--- src/rtl/vga_pkg.sv ---
// rtl/vga_pkg.sv - shared raster timing, width constants and sideband type for the VGA scan engine
package vga_pkg;

    localparam int H_VISIBLE  = 640;
    localparam int H_FRONT    = 16;
    localparam int H_SYNC     = 96;
    localparam int H_BACK     = 48;
    localparam int V_VISIBLE  = 480;
    localparam int V_FRONT    = 10;
    localparam int V_SYNC     = 2;
    localparam int V_BACK     = 33;
    localparam int H_TOTAL    = H_VISIBLE + H_FRONT + H_SYNC + H_BACK;
    localparam int V_TOTAL    = V_VISIBLE + V_FRONT + V_SYNC + V_BACK;
    localparam int PIPE_DEPTH = 4;

    localparam int ADDR_W   = 19;
    localparam int INDEX_W  = 8;
    localparam int COLOR_W  = 24;
    localparam int SCREEN_W = 640;
    localparam int CNT_W    = 10;

    typedef struct packed {
        logic vis;
        logic hs;
        logic vs;
    } sideband_t;

    localparam sideband_t SB_IDLE = '{vis: 1'b0, hs: 1'b1, vs: 1'b1};

endpackage

--- src/rtl/vga_delay_line.sv ---
// rtl/vga_delay_line.sv - enabled shift register with a synchronous reset value
module vga_delay_line #(
    parameter int               WIDTH     = 1,
    parameter int               DEPTH     = 1,
    parameter logic [WIDTH-1:0] RESET_VAL = '0
) (
    input  logic             clock,
    input  logic             reset,
    input  logic             en,
    input  logic [WIDTH-1:0] din,
    output logic [WIDTH-1:0] dout
);

    logic [DEPTH-1:0][WIDTH-1:0] stage_q;
    logic [DEPTH-1:0][WIDTH-1:0] stage_d;

    always_comb begin
        stage_d = stage_q;
        if (en) begin
            stage_d[0] = din;
            for (int i = 1; i < DEPTH; i++) begin
                stage_d[i] = stage_q[i-1];
            end
        end
    end

    always_ff @(posedge clock) begin
        if (reset) begin
            stage_q <= {DEPTH{RESET_VAL}};
        end else begin
            stage_q <= stage_d;
        end
    end

    assign dout = stage_q[DEPTH-1];

endmodule

--- src/rtl/vga_scan_engine.sv ---
// rtl/vga_scan_engine.sv - raster counters, ROM/palette fetch pipeline and aligned sync outputs
module vga_scan_engine #(
    parameter int H_VISIBLE  = vga_pkg::H_VISIBLE,
    parameter int H_FRONT    = vga_pkg::H_FRONT,
    parameter int H_SYNC     = vga_pkg::H_SYNC,
    parameter int H_BACK     = vga_pkg::H_BACK,
    parameter int V_VISIBLE  = vga_pkg::V_VISIBLE,
    parameter int V_FRONT    = vga_pkg::V_FRONT,
    parameter int V_SYNC     = vga_pkg::V_SYNC,
    parameter int V_BACK     = vga_pkg::V_BACK,
    parameter int PIPE_DEPTH = vga_pkg::PIPE_DEPTH
) (
    input  logic                         clock,
    input  logic                         reset,
    input  logic                         pix_en,
    output logic [vga_pkg::ADDR_W-1:0]   curAddress,
    input  logic [vga_pkg::ADDR_W-1:0]   addrToRead,
    output logic [vga_pkg::ADDR_W-1:0]   memAddr,
    input  logic [vga_pkg::INDEX_W-1:0]  memIndex,
    output logic [vga_pkg::INDEX_W-1:0]  palIndex,
    input  logic [vga_pkg::COLOR_W-1:0]  palColor,
    output logic [7:0]                   r,
    output logic [7:0]                   g,
    output logic [7:0]                   b,
    output logic                         hsync,
    output logic                         vsync,
    output logic                         blank_n,
    output logic                         frame_tick
);
    import vga_pkg::*;

    localparam logic [CNT_W-1:0] H_VIS_C  = CNT_W'(H_VISIBLE);
    localparam logic [CNT_W-1:0] V_VIS_C  = CNT_W'(V_VISIBLE);
    localparam logic [CNT_W-1:0] H_LAST   = CNT_W'(H_VISIBLE + H_FRONT + H_SYNC + H_BACK - 1);
    localparam logic [CNT_W-1:0] V_LAST   = CNT_W'(V_VISIBLE + V_FRONT + V_SYNC + V_BACK - 1);
    localparam logic [CNT_W-1:0] HS_FIRST = CNT_W'(H_VISIBLE + H_FRONT);
    localparam logic [CNT_W-1:0] HS_LAST  = CNT_W'(H_VISIBLE + H_FRONT + H_SYNC - 1);
    localparam logic [CNT_W-1:0] VS_FIRST = CNT_W'(V_VISIBLE + V_FRONT);
    localparam logic [CNT_W-1:0] VS_LAST  = CNT_W'(V_VISIBLE + V_FRONT + V_SYNC - 1);

    logic [CNT_W-1:0]   hcnt_q, hcnt_d;
    logic [CNT_W-1:0]   vcnt_q, vcnt_d;
    logic [ADDR_W-1:0]  mem_addr_q, mem_addr_d;
    logic [COLOR_W-1:0] rgb_q, rgb_d;
    logic               blank_n_q, blank_n_d;
    logic               hsync_q, hsync_d;
    logic               vsync_q, vsync_d;

    logic      vis;
    sideband_t sb_raw;
    sideband_t sb_late;

    always_comb begin
        vis        = (hcnt_q < H_VIS_C) && (vcnt_q < V_VIS_C);
        sb_raw.vis = vis;
        sb_raw.hs  = !((hcnt_q >= HS_FIRST) && (hcnt_q <= HS_LAST));
        sb_raw.vs  = !((vcnt_q >= VS_FIRST) && (vcnt_q <= VS_LAST));
        curAddress = vis ? (ADDR_W'(vcnt_q) * ADDR_W'(H_VISIBLE) + ADDR_W'(hcnt_q)) : '0;
    end

    // The sideband lags by one fewer stage than the output so its tap lines up with palColor.
    vga_delay_line #(
        .WIDTH     ($bits(sideband_t)),
        .DEPTH     (PIPE_DEPTH - 1),
        .RESET_VAL (SB_IDLE)
    ) u_sideband_dly (
        .clock (clock),
        .reset (reset),
        .en    (pix_en),
        .din   (sb_raw),
        .dout  (sb_late)
    );

    always_comb begin
        hcnt_d     = hcnt_q;
        vcnt_d     = vcnt_q;
        mem_addr_d = mem_addr_q;
        rgb_d      = rgb_q;
        blank_n_d  = blank_n_q;
        hsync_d    = hsync_q;
        vsync_d    = vsync_q;
        if (pix_en) begin
            if (hcnt_q == H_LAST) begin
                hcnt_d = '0;
                vcnt_d = (vcnt_q == V_LAST) ? '0 : vcnt_q + 1'b1;
            end else begin
                hcnt_d = hcnt_q + 1'b1;
            end
            mem_addr_d = addrToRead;
            rgb_d      = sb_late.vis ? palColor : '0;
            blank_n_d  = sb_late.vis;
            hsync_d    = sb_late.hs;
            vsync_d    = sb_late.vs;
        end
    end

    always_ff @(posedge clock) begin
        if (reset) begin
            hcnt_q     <= '0;
            vcnt_q     <= '0;
            mem_addr_q <= '0;
            rgb_q      <= '0;
            blank_n_q  <= 1'b0;
            hsync_q    <= 1'b1;
            vsync_q    <= 1'b1;
        end else begin
            hcnt_q     <= hcnt_d;
            vcnt_q     <= vcnt_d;
            mem_addr_q <= mem_addr_d;
            rgb_q      <= rgb_d;
            blank_n_q  <= blank_n_d;
            hsync_q    <= hsync_d;
            vsync_q    <= vsync_d;
        end
    end

    assign memAddr    = mem_addr_q;
    assign palIndex   = memIndex;
    assign r          = rgb_q[23:16];
    assign g          = rgb_q[15:8];
    assign b          = rgb_q[7:0];
    assign hsync      = hsync_q;
    assign vsync      = vsync_q;
    assign blank_n    = blank_n_q;
    assign frame_tick = pix_en && !reset && (hcnt_q == '0) && (vcnt_q == V_VIS_C);

endmodule
--- config.mk ---
export PLATFORM = sky130hd
export DESIGN_NAME = vga_scan_engine
export DESIGN_NICKNAME = d
export VERILOG_FILES = /design/src/rtl/vga_pkg.sv /design/src/rtl/vga_delay_line.sv /design/src/rtl/vga_scan_engine.sv
export SDC_FILE = /design/constraint.sdc
export NUM_CORES = 1
export LEC_CHECK = 0
export ABC_AREA = 0
export CORE_MARGIN = 10
export CORE_UTILIZATION = 40
export CTS_CLUSTER_DIAMETER = 200
export DETAILED_ROUTE_END_ITERATION = 16
export PLACE_DENSITY = 0.84
export SETUP_SLACK_MARGIN = 0.02
export SYNTH_ARGS = -nofsm -noshare
export SYNTH_HDL_FRONTEND = slang
export SYNTH_SLANG_ARGS = --single-unit
export TNS_END_PERCENT = 100
--- constraint.sdc ---
create_clock -name clock -period 4.5 [get_ports clock]
set_input_delay 0.9 -clock clock [delete_from_list [all_inputs] [get_ports clock]]
set_output_delay 0.9 -clock clock [all_outputs]
set_load 0.005 [all_outputs]
# --- Yosys cells after proc, flatten, opt, wreduce, memory -nomap -nowiden ---
# Cells that the tools add are included.
totals:
  regBits: 75
op_classes:
  addsub: 3
  mul: 1
  n_lt_le_gt_ge: 6
  eq_ne: 3
  mux: 4
  n_reduce_logical: 11
op_table:
  columns: ["cell", "n"]
  rows:
  - ["24-bit 2-to-1 mux", 1]
  - ["10-bit by 1-bit adder with 10-bit output, second input constant", 2]
  - ["10-bit equality test, second input constant", 2]
  - ["10-bit 2-to-1 mux", 2]
  - ["19-bit by 10-bit adder with 19-bit output", 1]
  - ["19-bit 2-to-1 mux", 1]
  - ["10-bit by 3-bit multiplier with 12-bit output, second input constant", 1]
  - ["10-bit by 9-bit equality test with 1-bit output, second input constant", 1]
  - ["10-bit greater-or-equal comparator, second input constant", 1]
  - ["10-bit by 9-bit greater-or-equal comparator with 1-bit output, second input constant", 1]
  - ["10-bit <= comparator, second input constant", 1]
  - ["10-bit by 9-bit <= comparator with 1-bit output, second input constant", 1]
  - ["10-bit zero test", 1]
  - ["10-bit less-than comparator, second input constant", 1]
  - ["10-bit by 9-bit less-than comparator with 1-bit output, second input constant", 1]
  - ["1-bit logical AND", 6]
  - ["1-bit zero test", 3]
  - ["2-bit AND reduction", 1]

# --- Longest topological paths before layout ---
logic_depth:
  ltp_word: 4
  mapped_depth: 9
  mapped_depth_nobuf: 9

# --- Hierarchy ---
# A second synthesis with hierarchy kept.
unflattened:
  hier_cells: 417
  area_unflattened_um2: 3781.1
modules_own_cells:
  columns: ["mod", "n_inst", "cells_each", "area_per_inst_um2", "seq_area_each_um2"]
  rows:
  - ["vga_scan_engine", 1, 385, 3423.3, 1321.3]
  - ["vga_delay_line", 1, 32, 357.8, 180.2]

# --- Worst setup path before layout ---
# Ideal clock, no wire load.
synth_path:
  path_type: "register -> output"
  from: "reg vcnt_q[1]"
  to: "out curAddress[18] (netlist name)"
  arrival_ps: 2650
  required_time_ps: 3600
  path_slack_ps: 950
  path_stages_with_launch: 10
  cell_sequence: "dfxtp_1 ha_1 ha_1 fa_1 a211oi_1 nor2_1 nor2_1 nand4_1 a311oi_1 mux2i_1"
synth_via:
  elab_chain_cells: 3
  word_cells_on_any_way: 5
  classes_between: "add/sub: 1; mul: 1; order compare: 1; mux: 1; reduce/logical: 1"
synth_rtl:
  columns: ["item", "line", "text"]
  rows:
  - ["from (decl)", "vga_scan_engine.sv:42", "logic [CNT_W-1:0] vcnt_q, vcnt_d;"]
  - ["from (signal assigned)", "vga_scan_engine.sv:108", "vcnt_q <= vcnt_d;"]
  - ["10-bit by 3-bit multiplier with 12-bit output or 10-bit by 9-bit less-than comparator with 1-bit output (tied branches)", "vga_scan_engine.sv:58, vga_scan_engine.sv:54", null]
  - ["19-bit by 10-bit adder with 19-bit output or 1-bit logical AND (tied branches)", "vga_scan_engine.sv:58, vga_scan_engine.sv:54", null]
  - ["19-bit 2-to-1 mux *", "vga_scan_engine.sv:58", "curAddress = vis ? (ADDR_W'(vcnt_q) * ADDR_W'(H_VISIBLE) + ADDR_W'(hcnt_q)) : '0;"]
  - ["to (decl)", "vga_scan_engine.sv:16", "output logic [vga_pkg::ADDR_W-1:0] curAddress,"]
# Every way passes the cells marked *; elsewhere a longest branch is shown, timed or not.

# --- Final worst setup path ---
layout_path:
  from: "reg vcnt_q[4]"
  to: "out curAddress[18] (netlist name)"
# The elaborated chain is that of the path after synthesis.

==> results.json <==
{
  "cts_root_buffer": "clkbuf_8",
  "met1_length_um": 4180,
  "diodes": 0,
  "cts.clk_slew.worst_paths_ns": 0.07,
  "start_util_pct": 41.1,
  "place.gp.congestion": 0.874,
  "endpoint_kind": "output pin",
  "wl_met3_um": 1080,
  "ys_ff_latch": 75,
  "final_net_count": 607,
  "wire_per_inst_um": 15.7,
  "tightest_slew_ns": 0.942,
  "drc_errors": 0,
  "p_per_area_nw_per_um2": 246,
  "syn_inst": 431,
  "die_w_um": 118,
  "cts_hold_buffers": 0,
  "drt_iter0_markers": 200,
  "synth.top_cells.by_area": "dfxtp_1 39%, nor2_1 7.9%, ha_1 7.5%",
  "status": "complete, no violations",
  "cts_sinks": 75,
  "vias": 3423,
  "reg2reg_slack_ns": 2.23,
  "slew_headroom_pct": 37.2,
  "layout.cells.non_filler": 660,
  "yosysSeqAreaShare_pct": 39.4,
  "n_fill_cell": 853,
  "path_class": "reg2out",
  "first_pass_iters": 5,
  "cts_buffers": 9,
  "ff_latch_area_um2": 1510,
  "clock_latency_ns": 0.34,
  "core_area_um2": 9280,
  "peakVddDrop_uv": 248,
  "fmax_mhz": 231,
  "overflow": 0,
  "htree_levels": 3,
  "place_inst": 645,
  "synth_nets": 510,
  "required_ns": 3.60,
  "die-area_um2": 13800,
  "grt_use_total_pct": 14.3,
  "cts_tree": "built",
  "grt_pass1_vias": 3519,
  "startpoint_type": "register",
  "pre_cts_slack_ns": 0.285,
  "io_pins": 128,
  "io_buffers": 111,
  "die_h_um": 118,
  "synthToLayoutAreaGrowth_pct": 35.6,
  "antenna_found_initial": 0,
  "leakage_uw": 0.00210,
  "critPathMaxFanout": 6,
  "fin_crit_ns": 4.32,
  "whs_ns": 0.464,
  "worstPathArrival_ns": 3.42,
  "wirelength_um": 10400,
  "finalHoldViolations": 0,
  "synth_top_cell_by_area": "dfxtp_1",
  "utilization_pct": 55.7,
  "layout-drive-gt1-share_pct": 7.16,
  "finalSetupTns_ns": 0,
  "dp_hpwl_um": 7630,
  "grt_max_degree": 69,
  "rows": 35,
  "viasPerCell": 5.19,
  "multi_input_area_um2": 2160,
  "slew_viol_final": 0,
  "grt_pass1_wl_um": 17000,
  "hold_class": "reg2reg",
  "synth_warnings": 0,
  "finClkSkew_ns": 0.00894,
  "yosys.cell_types.count": 48,
  "drtAntennaViolNets": 0,
  "setup_slack_ns": 0.180,
  "clock_path_buffers": 2,
  "highest_layer": "met4",
  "setup_viol": 0,
  "avgSynthCellArea_um2": 8.85,
  "finalCritPeriodShare_pct": 96.0,
  "synth.top_cell.area_share_pct": 39.4,
  "drv_cap": 0,
  "met2_length_um": 4970,
  "syn-cell-area_um2": 3810
}
## cells in the mapped netlist (all sizes together)
cell and n:
a22oi 25, and2 9, a211o 8, mux2i 25
or2 3, a21o 4, a311oi 1, buf 16
nand3 3, inv 10, and4 1, a32o 1
nor3b 3, clkbuf 15, fa 2, o311ai 1
o211ai 1, o21ai 6, nand4 15, xor2 15
o21bai 1, or3 4, or4b 1, nor3 17
nor4b 1, nor2b 9, xnor2 7, o31ai 1
dfxtp 75, ha 23, a221oi 1, a31oi 1
nand2b 1, a211oi 5, o21a 2, nor2 80
a21oi 12, and3 3, o32ai 1, nand2 18
a2111oi 1, nor4 2, or4 1
## what timing repair did
item,CTS,global route
gates resized for setup,3,8
cloned,0,0
endpoints found under the setup margin,3,3
buffers inserted,0,1
pin swaps,0,1
## power breakdown
| group | leakage [uW] | switching [uW] | total (uW) | internal (uW) |
|---|---|---|---|---|
| clock network | 0.0000908 | 227 | 449 | 221 |
| logic | 0.00140 | 51.1 | 132 | 80.5 |
| registers | 0.000612 | 10.4 | 692 | 682 |
| total | 0.00210 | 289 | 1270 | 984 |
## cell type report
cell class / instances / area share [%]
clock buffer: 11 / 2.93
clock inverter: 3 / 0.290
inverter: 10 / 0.726
multi-input combinational: 315 / 41.7
sequential: 75 / 29.1
tap: 129 / 3.12
timing repair buffer: 117 / 22.2
## per-layer routing
layer,vias up,track usage (%)
li1,1703,-
met1,1600,15.8
met2,109,23.2
met3,11,7.19
met4,0,5.26
met5,-,0
## worst max-delay path, stage by stage (launching register included)
cell	delay, ns
dfxtp_1	0.45
ha_1	0.32
ha_1	0.32
a211oi_1	0.32
nor3b_1	0.20
nor3_2	0.24
nand4_1	0.19
a311oi_2	0.30
mux2i_1	0.21
clkdlybuf4s50_1	0.52
## metrics by stage
| step | cell area [um2] | power (uW) |
|---|---|---|
| final | 5170 | 1270 |
| after global routing | 5170 | 1330 |
| after CTS | 5130 | 1290 |
| after detailed placement | 4960 | 840 |
| after global placement | 4960 | 836 |
| after floorplan | 3810 | 765 |
## placed cells by master, fill, tap and decap left out, types with 2 or more instances in the layout
cell type        synthesis  final
or2_2                    3      3
o21a_1                   2      2
buf_2                    3      2
clkdlybuf4s50_1          0    109
inv_1                   10     10
ha_1                    23     23
clkinv_2                 0      3
mux2i_1                 25     25
and2_1                   9      9
or3_1                    4      4
o21ai_0                  6      6
a211o_1                  8      8
a22oi_1                 25     25
clkbuf_8                 0     11
a211oi_1                 5      4
nand4_1                 14     14
nand2_1                 18     18
buf_4                    8      6
a21o_1                   4      4
dfxtp_2                  0      3
nand3_1                  3      3
xnor2_1                  7      7
xor2_1                  15     14
and3_1                   3      3
nor2_1                  80     80
nor3_2                   0      2
dfxtp_1                 75     72
nor2b_1                  9      9
nor3b_1                  3      3
nor3_1                  16     14
a21oi_1                 12     12
## sequential cells by signal (all words and copies together) (netlist names), 3 cells and up
register,cells
u_sideband_dly.dout,3
vcnt_q,10
u_sideband_dly.stage_q,6
rgb_q,24
hcnt_q,10
memAddr,19
## path summary, 6_finish.rpt
kind,depth (start not counted),to,from
worst min register to register,1,u_sideband_dly.stage_q[1],u_sideband_dly.stage_q[1]
worst max register to register,6,vcnt_q[7],hcnt_q[0]
worst max-delay path,9,curAddress[18],vcnt_q[4]
worst min-delay path,1,u_sideband_dly.stage_q[1],u_sideband_dly.stage_q[1]
## logic make-up (layout without fill, tap and decap cells)
| family | count (synthesis) | count (layout) | synth area share (%) |
|---|---|---|---|
| buffers and inverters | 41 | 141 | 5.12 |
| DFF | 75 | 75 | 39.4 |
| and+or+nand+nor | 171 | 171 | 21.9 |
| AOI/OAI and AO/OA | 72 | 72 | 13.4 |
| xor gates and xnor gates | 22 | 22 | 5.05 |
| adders and majority gates | 25 | 25 | 8.59 |
| muxes | 25 | 25 | 6.56 |
No activity file was read; power rests on OpenSTA's default activity.
